<file path="config.mk">
export PLATFORM = sky130hd
export DESIGN_NAME = seq_scan_ctrl
export DESIGN_NICKNAME = d
export VERILOG_FILES = /design/src/rtl/seq_scan_pkg.sv /design/src/rtl/seq_pattern_match.sv /design/src/rtl/seq_scan_ctrl.sv
export SDC_FILE = /design/constraint.sdc
export NUM_CORES = 1
export LEC_CHECK = 0
export ABC_CLOCK_PERIOD_IN_PS = 3860
export CORE_AREA = 2 2 57 59
export CTS_BUF_LIST = sky130_fd_sc_hd__clkbuf_4 sky130_fd_sc_hd__clkbuf_8 sky130_fd_sc_hd__clkbuf_16
export DETAILED_ROUTE_END_ITERATION = 12
export DIE_AREA = 0 0 59 61
export PLACE_DENSITY = 0.79
export SYNTH_ARGS = -nofsm -noshare
export SYNTH_HDL_FRONTEND = slang
export SYNTH_SLANG_ARGS = --single-unit
</file>
<file path="constraint.sdc">
create_clock -name clk -period 3.86 [get_ports clk]
set_input_delay 0.579 -clock clk [delete_from_list [all_inputs] [get_ports clk]]
set_output_delay 0.579 -clock clk [all_outputs]
set_load 0.05 [all_outputs]
</file>
<file path="src/rtl/seq_scan_pkg.sv">
// -----------------------------------------------------------------------------
// seq_scan_pkg
// Shared types and constants for the sequenced scan controller and its
// embedded serial pattern detector.
//   scan_state_t : controller state encoding (IDLE, LOAD, SHIFT, DONE)
//   DEF_*        : default word width, pattern length and pattern
//   cnt_width()  : bits needed to hold a counter value 0..max_val
// -----------------------------------------------------------------------------
package seq_scan_pkg;

  typedef enum logic [1:0] {
    IDLE  = 2'd0,
    LOAD  = 2'd1,
    SHIFT = 2'd2,
    DONE  = 2'd3
  } scan_state_t;

  localparam int DEF_WORD_W = 8;
  localparam int DEF_PAT_W  = 4;
  localparam logic [DEF_PAT_W-1:0] DEF_PATTERN = 4'b0110;

  // Width of a counter that must reach max_val; never narrower than 1 bit.
  function automatic int cnt_width(input int max_val);
    return (max_val < 2) ? 1 : $clog2(max_val + 1);
  endfunction

endpackage

</file>
<file path="src/rtl/seq_pattern_match.sv">
// -----------------------------------------------------------------------------
// seq_pattern_match
// Bit-serial overlapping pattern detector. Keeps the last PAT_W-1 bits seen,
// compares them plus the incoming bit against PATTERN, and suppresses matches
// until enough real bits have arrived to fill the window.
// Ports:
//   clk    in  rising-edge clock
//   reset  in  asynchronous, active-high reset
//   clr    in  synchronous clear of history and fill guard (new scan)
//   bit_en in  bit_in is valid and consumed this cycle
//   bit_in in  serial data bit, first bit in time first
//   match  out combinational: the window completed by bit_in equals PATTERN
// -----------------------------------------------------------------------------
module seq_pattern_match
  import seq_scan_pkg::*;
#(
  parameter int               PAT_W   = DEF_PAT_W,
  parameter logic [PAT_W-1:0] PATTERN = DEF_PATTERN
) (
  input  logic clk,
  input  logic reset,
  input  logic clr,
  input  logic bit_en,
  input  logic bit_in,
  output logic match
);

  localparam int                FILL_W   = cnt_width(PAT_W - 1);
  localparam logic [FILL_W-1:0] FILL_MAX = FILL_W'(PAT_W - 1);

  logic [PAT_W-2:0]  r_history;
  logic [FILL_W-1:0] r_fill;
  logic [PAT_W-1:0]  w_window;

  // Oldest history bit lands in the MSB, matching PATTERN[PAT_W-1] = first bit.
  assign w_window = {r_history, bit_in};

  // The fill guard stops the zeroed history from completing a false match.
  assign match = bit_en && (w_window == PATTERN) && (r_fill == FILL_MAX);

  // NOTE: sequential state uses non-blocking assignments so every flop samples
  // pre-edge values; blocking here would make ordering of statements matter.
  always_ff @(posedge clk or posedge reset) begin
    if (reset) begin
      r_history <= '0;
      r_fill    <= '0;
    end else if (clr) begin
      r_history <= '0;
      r_fill    <= '0;
    end else if (bit_en) begin
      r_history <= w_window[PAT_W-2:0];
      if (r_fill != FILL_MAX) begin
        r_fill <= r_fill + 1'b1;
      end
    end
  end

endmodule

</file>
<file path="src/rtl/seq_scan_ctrl.sv">
// -----------------------------------------------------------------------------
// seq_scan_ctrl
// Accepts NUM_WORDS parallel words over a valid/ready handshake, serializes
// each MSB-first into seq_pattern_match, and counts matches across the burst.
// Detector history persists across word boundaries, so patterns spanning two
// words are found.
// Ports:
//   clk         in   rising-edge clock
//   reset       in   asynchronous, active-high reset
//   start       in   begin a scan (only looked at in IDLE)
//   word_in     in   parallel data word
//   word_valid  in   producer has a word on word_in
//   word_ready  out  controller accepts word_in this cycle (LOAD)
//   match_pulse out  one-cycle pulse after the edge a match completes
//   match_count out  matches in the current/last scan, saturating
//   overflow    out  sticky: a match arrived with match_count already at max
//   busy        out  scan in progress (LOAD or SHIFT)
//   done        out  one-cycle pulse at scan end
// -----------------------------------------------------------------------------
module seq_scan_ctrl
  import seq_scan_pkg::*;
#(
  parameter int               WORD_W    = DEF_WORD_W,
  parameter int               NUM_WORDS = 4,
  parameter int               PAT_W     = DEF_PAT_W,
  parameter logic [PAT_W-1:0] PATTERN   = DEF_PATTERN,
  parameter int               CNT_W     = 8
) (
  input  logic              clk,
  input  logic              reset,
  input  logic              start,
  input  logic [WORD_W-1:0] word_in,
  input  logic              word_valid,
  output logic              word_ready,
  output logic              match_pulse,
  output logic [CNT_W-1:0]  match_count,
  output logic              overflow,
  output logic              busy,
  output logic              done
);

  localparam int                BC_W      = cnt_width(WORD_W - 1);
  localparam int                WC_W      = cnt_width(NUM_WORDS);
  localparam logic [BC_W-1:0]   BIT_LAST  = BC_W'(WORD_W - 1);
  localparam logic [WC_W-1:0]   WORD_LAST = WC_W'(NUM_WORDS);
  localparam logic [CNT_W-1:0]  CNT_MAX   = '1;

  scan_state_t       r_state;
  scan_state_t       w_next_state;
  logic [WORD_W-1:0] r_shreg;
  logic [BC_W-1:0]   r_bit_cnt;
  logic [WC_W-1:0]   r_word_cnt;
  logic              r_match_pulse;
  logic [CNT_W-1:0]  r_match_count;
  logic              r_overflow;

  logic w_start_scan;
  logic w_accept;
  logic w_shift;
  logic w_last_bit;
  logic w_last_word;
  logic w_match;

  assign w_start_scan = (r_state == IDLE) && start;
  assign w_accept     = (r_state == LOAD) && word_valid;
  assign w_shift      = (r_state == SHIFT);
  assign w_last_bit   = (r_bit_cnt == BIT_LAST);
  assign w_last_word  = (r_word_cnt == WORD_LAST);

  // ---------------------------------------------------------------------------
  // FSM: state register
  // ---------------------------------------------------------------------------
  always_ff @(posedge clk or posedge reset) begin
    if (reset) begin
      r_state <= IDLE;
    end else begin
      r_state <= w_next_state;
    end
  end

  // ---------------------------------------------------------------------------
  // FSM: next-state logic
  // ---------------------------------------------------------------------------
  // NOTE: the default assignment first keeps every path assigned, so no latch
  // is inferred for w_next_state.
  always_comb begin
    w_next_state = r_state;
    case (r_state)
      IDLE:    if (start)      w_next_state = LOAD;
      LOAD:    if (word_valid) w_next_state = SHIFT;
      SHIFT:   if (w_last_bit) w_next_state = w_last_word ? DONE : LOAD;
      DONE:    w_next_state = IDLE;
      default: w_next_state = IDLE;
    endcase
  end

  // ---------------------------------------------------------------------------
  // FSM: outputs (Moore, decoded from state)
  // ---------------------------------------------------------------------------
  always_comb begin
    word_ready = 1'b0;
    busy       = 1'b0;
    done       = 1'b0;
    case (r_state)
      LOAD: begin
        word_ready = 1'b1;
        busy       = 1'b1;
      end
      SHIFT:   busy = 1'b1;
      DONE:    done = 1'b1;
      default: ;
    endcase
  end

  // ---------------------------------------------------------------------------
  // Serializer and burst counters
  // ---------------------------------------------------------------------------
  always_ff @(posedge clk or posedge reset) begin
    if (reset) begin
      r_shreg    <= '0;
      r_bit_cnt  <= '0;
      r_word_cnt <= '0;
    end else begin
      if (w_start_scan) begin
        r_word_cnt <= '0;
      end
      if (w_accept) begin
        r_shreg    <= word_in;
        r_bit_cnt  <= '0;
        r_word_cnt <= r_word_cnt + 1'b1;
      end else if (w_shift) begin
        r_shreg   <= {r_shreg[WORD_W-2:0], 1'b0};
        r_bit_cnt <= r_bit_cnt + 1'b1;
      end
    end
  end

  seq_pattern_match #(
    .PAT_W   (PAT_W),
    .PATTERN (PATTERN)
  ) u_match (
    .clk    (clk),
    .reset  (reset),
    .clr    (w_start_scan),
    .bit_en (w_shift),
    .bit_in (r_shreg[WORD_W-1]),
    .match  (w_match)
  );

  // ---------------------------------------------------------------------------
  // Match statistics; count and overflow hold until the next start.
  // ---------------------------------------------------------------------------
  always_ff @(posedge clk or posedge reset) begin
    if (reset) begin
      r_match_pulse <= 1'b0;
      r_match_count <= '0;
      r_overflow    <= 1'b0;
    end else begin
      r_match_pulse <= w_match;
      if (w_start_scan) begin
        r_match_count <= '0;
        r_overflow    <= 1'b0;
      end else if (w_match) begin
        if (r_match_count == CNT_MAX) begin
          r_overflow <= 1'b1;
        end else begin
          r_match_count <= r_match_count + 1'b1;
        end
      end
    end
  end

  assign match_pulse = r_match_pulse;
  assign match_count = r_match_count;
  assign overflow    = r_overflow;

endmodule
</file>
==> flow_metrics.env, run 1 <==
export IMPL_outcome="complete, no violations"
export IMPL_path_clk_slew_ps=90
export IMPL_swShare_pct=40.24
export IMPL_syn_cell_area_um2=1560
export IMPL_power_density_nw_per_um2=631.6
export IMPL_p_seq_share_pct=41.5
export IMPL_clk_latency_ps=340
export IMPL_portBuffers=24
export IMPL_finalMaxSlewViolations=0
export IMPL_rsz0062_at_grt="no"
export IMPL_timing_final_hold_violations=0
export IMPL_fin_crit_sh_pct=66.75
export IMPL_grt_overflow=0
export IMPL_initial_core_util_pct=52.84
export IMPL_num_antenna_cells=0
export IMPL_io_pins=25
export IMPL_r2r_start="r_state[0]"
export IMPL_synth_cell_types=26
export IMPL_cts_resized=0
export IMPL_synth_compound_area_share_pct=11.71
export IMPL_hold_start="overflow"
export IMPL_maxSlewHeadroom_pct=20.80
export IMPL_cts_buffers=5
export IMPL_p_leak_uw=0.0008469
export IMPL_min_period_ps=2576
export IMPL_synth_seq_cells=31
export IMPL_dpl_hpwl_mm=2.033
export IMPL_final_cells=209
export IMPL_placedCellCount=203
export IMPL_place_worst_setup_slack_ps=1650
export IMPL_cts_tree="built"
export IMPL_rows=20
export IMPL_cts_root_buffer="clkbuf_4"
export IMPL_synthesis_nets=175
export IMPL_grt_max_degree=32
export IMPL_synth_top_family_by_area="simple AND/OR/NAND/NOR gates"
export IMPL_post_cts_setup_buffers=0
export IMPL_fin_nets=200
export IMPL_cap_violations=0
export IMPL_die_area_um2=3599
export IMPL_cts_sinks=31
export IMPL_crit_start="r_state[0]"
export IMPL_syn_inst=152
export IMPL_p_sw_uw=470.7
export IMPL_final_setup_tns_ps=0
export IMPL_avgSynthCellArea_um2=10.26
export IMPL_place_gp_congestion=0.8214
export IMPL_synthSimpleGateAreaFrac_pct=13.95
export IMPL_die_w_um=59
export IMPL_totalWireLength_mm=2.919
export IMPL_tightest_slew_ps=1187
export IMPL_fin_ws_ps=1284
export IMPL_synth_fa_ha_area_share_pct=8.821
export IMPL_cts_max_path_buffers=2
export IMPL_h_tree_depth=2
export IMPL_drt_first_pass_iters=4
export IMPL_grt_pass1_vias=1161
export IMPL_synth_xor_area_share_pct=1.684
export IMPL_syn2layout_area_growth_pct=18.69
export IMPL_synth_area_mux_share_pct=8.982
export IMPL_vias=1162
export IMPL_cp_max_fo=4
export IMPL_post_drt_wl_per_cell_um=13.97
export IMPL_fp_dieH_um=61
export IMPL_yosysWarningCount=0
export IMPL_drc=0
export IMPL_clockPowerShare_pct=15.2
export IMPL_peakVddDrop_mv=0.4438
export IMPL_drive_gt1_share_pct=4.545
export IMPL_antenna_found_initial=0
export IMPL_hold_path_class="reg -> reg"
export IMPL_fmax_mhz=388.1
export IMPL_crit_type="reg -> out"
export IMPL_worstPathRequired_ps=3280
export IMPL_via_per_inst=5.560
export IMPL_endpoint_kind="primary output"
export IMPL_core_area_um2=2953
export IMPL_hold_buffers=0
export IMPL_ant_nets=0
export IMPL_drtIter0Drc=95
export IMPL_ys_seq_area_share_pct=49.72
export IMPL_grt_pass1_wl_mm=5.112
export IMPL_track_usage_pct=19.79
export IMPL_fin_skew_ps=5.374
export IMPL_p_comb_share_pct=43.3
export IMPL_startpoint_type="flop"
export IMPL_cp_arrival_ps=2000
export IMPL_setup_viol=0
export IMPL_p_int_uw=698.9
==> final cells by class <==
type / count / area, um^2
sequential: 31 / 775.7
multi-input combinational: 104 / 704.4
tap: 33 / 41.29
fill: 258 / 1101
clock buffer: 6 / 45.04
inverter: 10 / 37.54
timing repair buffer: 25 / 247.7
==> per-stage QoR <==
step                      utilization [%]  total power, uW  instance area, um^2  hold slack [ps]
final                               62.71             1170                 1852            512.1
after CTS                           62.71             1180                 1852            518.0
after floorplan                         -            878.7                 1560            450.2
after global placement              61.19            960.1                 1807            487.7
after global routing                62.71             1254                 1852            542.8
after detailed placement            61.19            999.9                 1807            496.2
==> cells by family (layout without fill, tap and decap cells) <==
kind of cell,after synthesis,count (layout)
adders and majority gates,11,11
AOI/OAI and AO/OA,31,31
DFF,31,31
xor gates and xnor gates,3,3
muxes,14,14
buffers and inverters,17,41
and+or+nand+nor,45,45
==> flip-flops by register name, indices dropped and copies added, names as in the netlist <==
name	cells
r_shreg	8
r_bit_cnt	3
u_match.r_history	3
match_count	8
u_match.r_fill	2
r_state	2
overflow	1
r_word_cnt	3
match_pulse	1
==> routing by layer <==
metal / up-vias / global-route usage, % / part of all wire, %
li1: 568 / - / -
met2: 33 / 33.49 / 49
met4: 0 / 12.66 / 3.1
met5: - / 0 / 0
met3: 9 / 4.691 / 4.8
met1: 552 / 22.57 / 43
==> cell usage after synthesis, drive strengths merged <==
cell type	instances	area share (%)
o211ai	1	0.80
o21ai	14	4.5
or3	2	0.80
nor2b	2	0.80
nand3	3	0.96
clkbuf	4	0.96
o31ai	4	1.9
or4	4	1.9
inv	10	2.4
nand2	14	3.4
dfrtp	31	50
a21oi	9	2.9
xnor2	2	1.1
ha	11	8.8
xor2	1	0.56
nand4	1	0.40
and4b	1	0.64
a22o	1	0.56
mux2i	14	9.0
and2	3	1.2
nand3b	1	0.48
a222oi	1	0.64
nor2	14	3.4
a31oi	1	0.40
buf	3	1.8
==> critical path, cell delays in order, from the launching register on <==
cell and delay, ps:
dfrtp_1 420, inv_1 120, ha_1 320, clkdlybuf4s50_1 800
==> layout by cell type (no fill, tap or decap) <==
| cell | instances |
|---|---|
| nand4_1 | 1 |
| and2_1 | 3 |
| and4b_1 | 1 |
| or3_1 | 2 |
| xnor2_1 | 2 |
| inv_1 | 10 |
| a31oi_1 | 1 |
| clkbuf_4 | 6 |
| a21oi_1 | 9 |
| o31ai_1 | 4 |
| a22o_1 | 1 |
| clkdlybuf4s50_1 | 24 |
| o211ai_2 | 1 |
| mux2i_1 | 14 |
| or4_1 | 4 |
| buf_4 | 1 |
| nand3b_1 | 1 |
| o21ai_0 | 14 |
| nor2b_1 | 2 |
| dfrtp_1 | 31 |
| ha_1 | 11 |
| a222oi_1 | 1 |
| nand2_1 | 14 |
| nor2_1 | 14 |
| xor2_1 | 1 |
| nand3_1 | 3 |
==> worst paths after layout <==
path	end	slack [ps]	cells after the start
max	busy	1280	3
max reg2reg	match_count[7]	1870	6
min reg2reg	overflow	510	2
max in group asynchronous	u_match.r_fill[0]	2300	2
min in group asynchronous	match_count[4]	850	2
min	overflow	510	2
==> power groups by stage <==
stage                     registers (uW)  logic, uW  clock network (uW)
after CTS                            484        514                 182
after floorplan                      474        405                   0
final                                485        506                 178
after detailed placement             489        511                   0
after global placement               482        478                   0
after global routing                 498        562                 193
(Power assumes the default switching activity.)
==> run 2: changes to the inputs <==
Settings changed: ABC_CLOCK_PERIOD_IN_PS 3860 to 2500, CORE_AREA 2 2 57 59 to 2 2 58 60, DIE_AREA 0 0 59 61 to 0 0 60 62, PLACE_DENSITY 0.79 to 0.76.
Clock period 3.86 ns to 2.5 ns, I/O delays scaled along.
==> flow_metrics.env, run 2 (synthesis gave the netlist of run 1 again) <==
export IMPL_outcome="complete, no violations"
export IMPL_drc=0
export IMPL_cts_buffers=5
export IMPL_setup_viol=0
export IMPL_drtIter0Drc=64
export IMPL_vias=1205
export IMPL_fin_skew_ps=10.02
export IMPL_ant_nets=0
export IMPL_die_area_um2=3720
export IMPL_p_leak_uw=0.0008707
export IMPL_die_w_um=60
export IMPL_worstPathRequired_ps=2120
export IMPL_post_drt_wl_per_cell_um=12.45
export IMPL_initial_core_util_pct=49.08
export IMPL_drive_gt1_share_pct=7.182
export IMPL_final_setup_tns_ps=0
export IMPL_min_period_ps=2298
export IMPL_grt_max_degree=32
export IMPL_post_cts_setup_buffers=0
export IMPL_via_per_inst=5.308
export IMPL_rows=21
export IMPL_cap_violations=0
export IMPL_hold_buffers=0
export IMPL_cts_tree="built"
export IMPL_fp_dieH_um=62
export IMPL_hold_path_class="in -> async"
export IMPL_maxSlewHeadroom_pct=62.82
export IMPL_grt_pass1_wl_mm=4.878
export IMPL_tightest_slew_ps=557.7
export IMPL_grt_pass1_vias=1202
export IMPL_startpoint_type="flop"
export IMPL_final_cell_mix="dfrtp_1, clkdlybuf4s50_1"
export IMPL_grt_overflow=0
export IMPL_place_gp_congestion=0.7890
export IMPL_fmax_mhz=435.1
export IMPL_portBuffers=24
export IMPL_dpl_hpwl_mm=2.084
export IMPL_cp_max_fo=4
export IMPL_max_stage_delay_ps=820
export IMPL_path_cells="inv_1 -> ha_1 -> clkdlybuf4s50_1"
export IMPL_timing_final_hold_violations=0
export IMPL_layout_commonest_cell="dfrtp_1"
export IMPL_rsz0062_at_grt="no"
export IMPL_antenna_found_initial=0
export IMPL_totalWireLength_mm=2.827
export IMPL_cts_root_buffer="clkbuf_4"
export IMPL_power_density_nw_per_um2=957.0
export IMPL_path_clk_slew_ps=100
export IMPL_cts_max_path_buffers=2
export IMPL_placedCellCount=219
export IMPL_crit_type="reg -> out"
export IMPL_core_area_um2=3179
export IMPL_clk_latency_ps=320
export IMPL_fin_nets=203
export IMPL_critPathSlowestCell="clkdlybuf4s50_1"
export IMPL_final_cells=227
export IMPL_track_usage_pct=17.83
export IMPL_cp_arrival_ps=1920
export IMPL_endpoint_kind="primary output"
export IMPL_io_pins=25
export IMPL_num_antenna_cells=0
export IMPL_cts_sinks=31
export IMPL_cts_resized=0
export IMPL_fin_crit_sh_pct=91.93
export IMPL_finalMaxSlewViolations=0
export IMPL_drt_first_pass_iters=4
export IMPL_h_tree_depth=2
export IMPL_peakVddDrop_mv=0.4696
export IMPL_syn2layout_area_growth_pct=21.97
==> run 2: critical path: cells and delay by family (launching register included) <==
| family | cells | cell delay [ps] |
|---|---|---|
| buf+inv | 2 | 950 |
| fa+ha+maj | 1 | 220 |
| flops | 1 | 430 |
==> run 2: final timing paths <==
path	slack (ps)	start	cells past startpoint	end
hold reg to reg	510	r_word_cnt[2]	1	r_word_cnt[2]
setup reg to reg	530	r_state[0]	6	match_count[5]
hold / removal	430	reset	3	match_count[3]
max in group asynchronous	1780	reset	3	r_shreg[1]
setup / recovery	200	r_state[1]	3	word_ready
min in group clk	510	r_word_cnt[2]	1	r_word_cnt[2]
==> run 2: metrics by stage <==
step | area (um^2) | hold WS, ps | setup slack (ps) | power, uW | util [%]
after CTS | 1903 | 442.3 | 179.5 | 1844 | 59.86
after floorplan | 1560 | 450.2 | 703.0 | 1357 | -
after detailed placement | 1846 | 501.0 | 550.4 | 1550 | 58.05
after global placement | 1846 | 484.9 | 595.4 | 1501 | 58.05
after global routing | 1903 | 466.9 | 92.35 | 1965 | 59.86
final | 1903 | 429.2 | 201.7 | 1821 | 59.86
==> run 2: final cells by class <==
class / count / area, um^2
timing repair buffer: 28 / 270.3
fill: 293 / 1276
sequential: 31 / 775.7
inverter: 10 / 37.54
clock inverter: 1 / 5.005
tap: 46 / 57.56
clock buffer: 7 / 52.55
multi-input combinational: 104 / 704.4
==> run 2: power breakdown <==
part / internal [uW] / switching (uW) / total, uW / leakage, uW
sequential: 650 / 97.4 / 747 / 0.000408
clock: 131 / 163 / 294 / 0.0000361
combinational: 327 / 452 / 779 / 0.000426
==> run 2: metal layers <==
layer | up-vias | global-route usage (%) | wire, um
met5 | - | 0 | 0
met2 | 43 | 31.52 | 1450
met3 | 10 | 4.141 | 154
li1 | 577 | - | -
met1 | 575 | 19.24 | 1154
met4 | 0 | 11.43 | 68
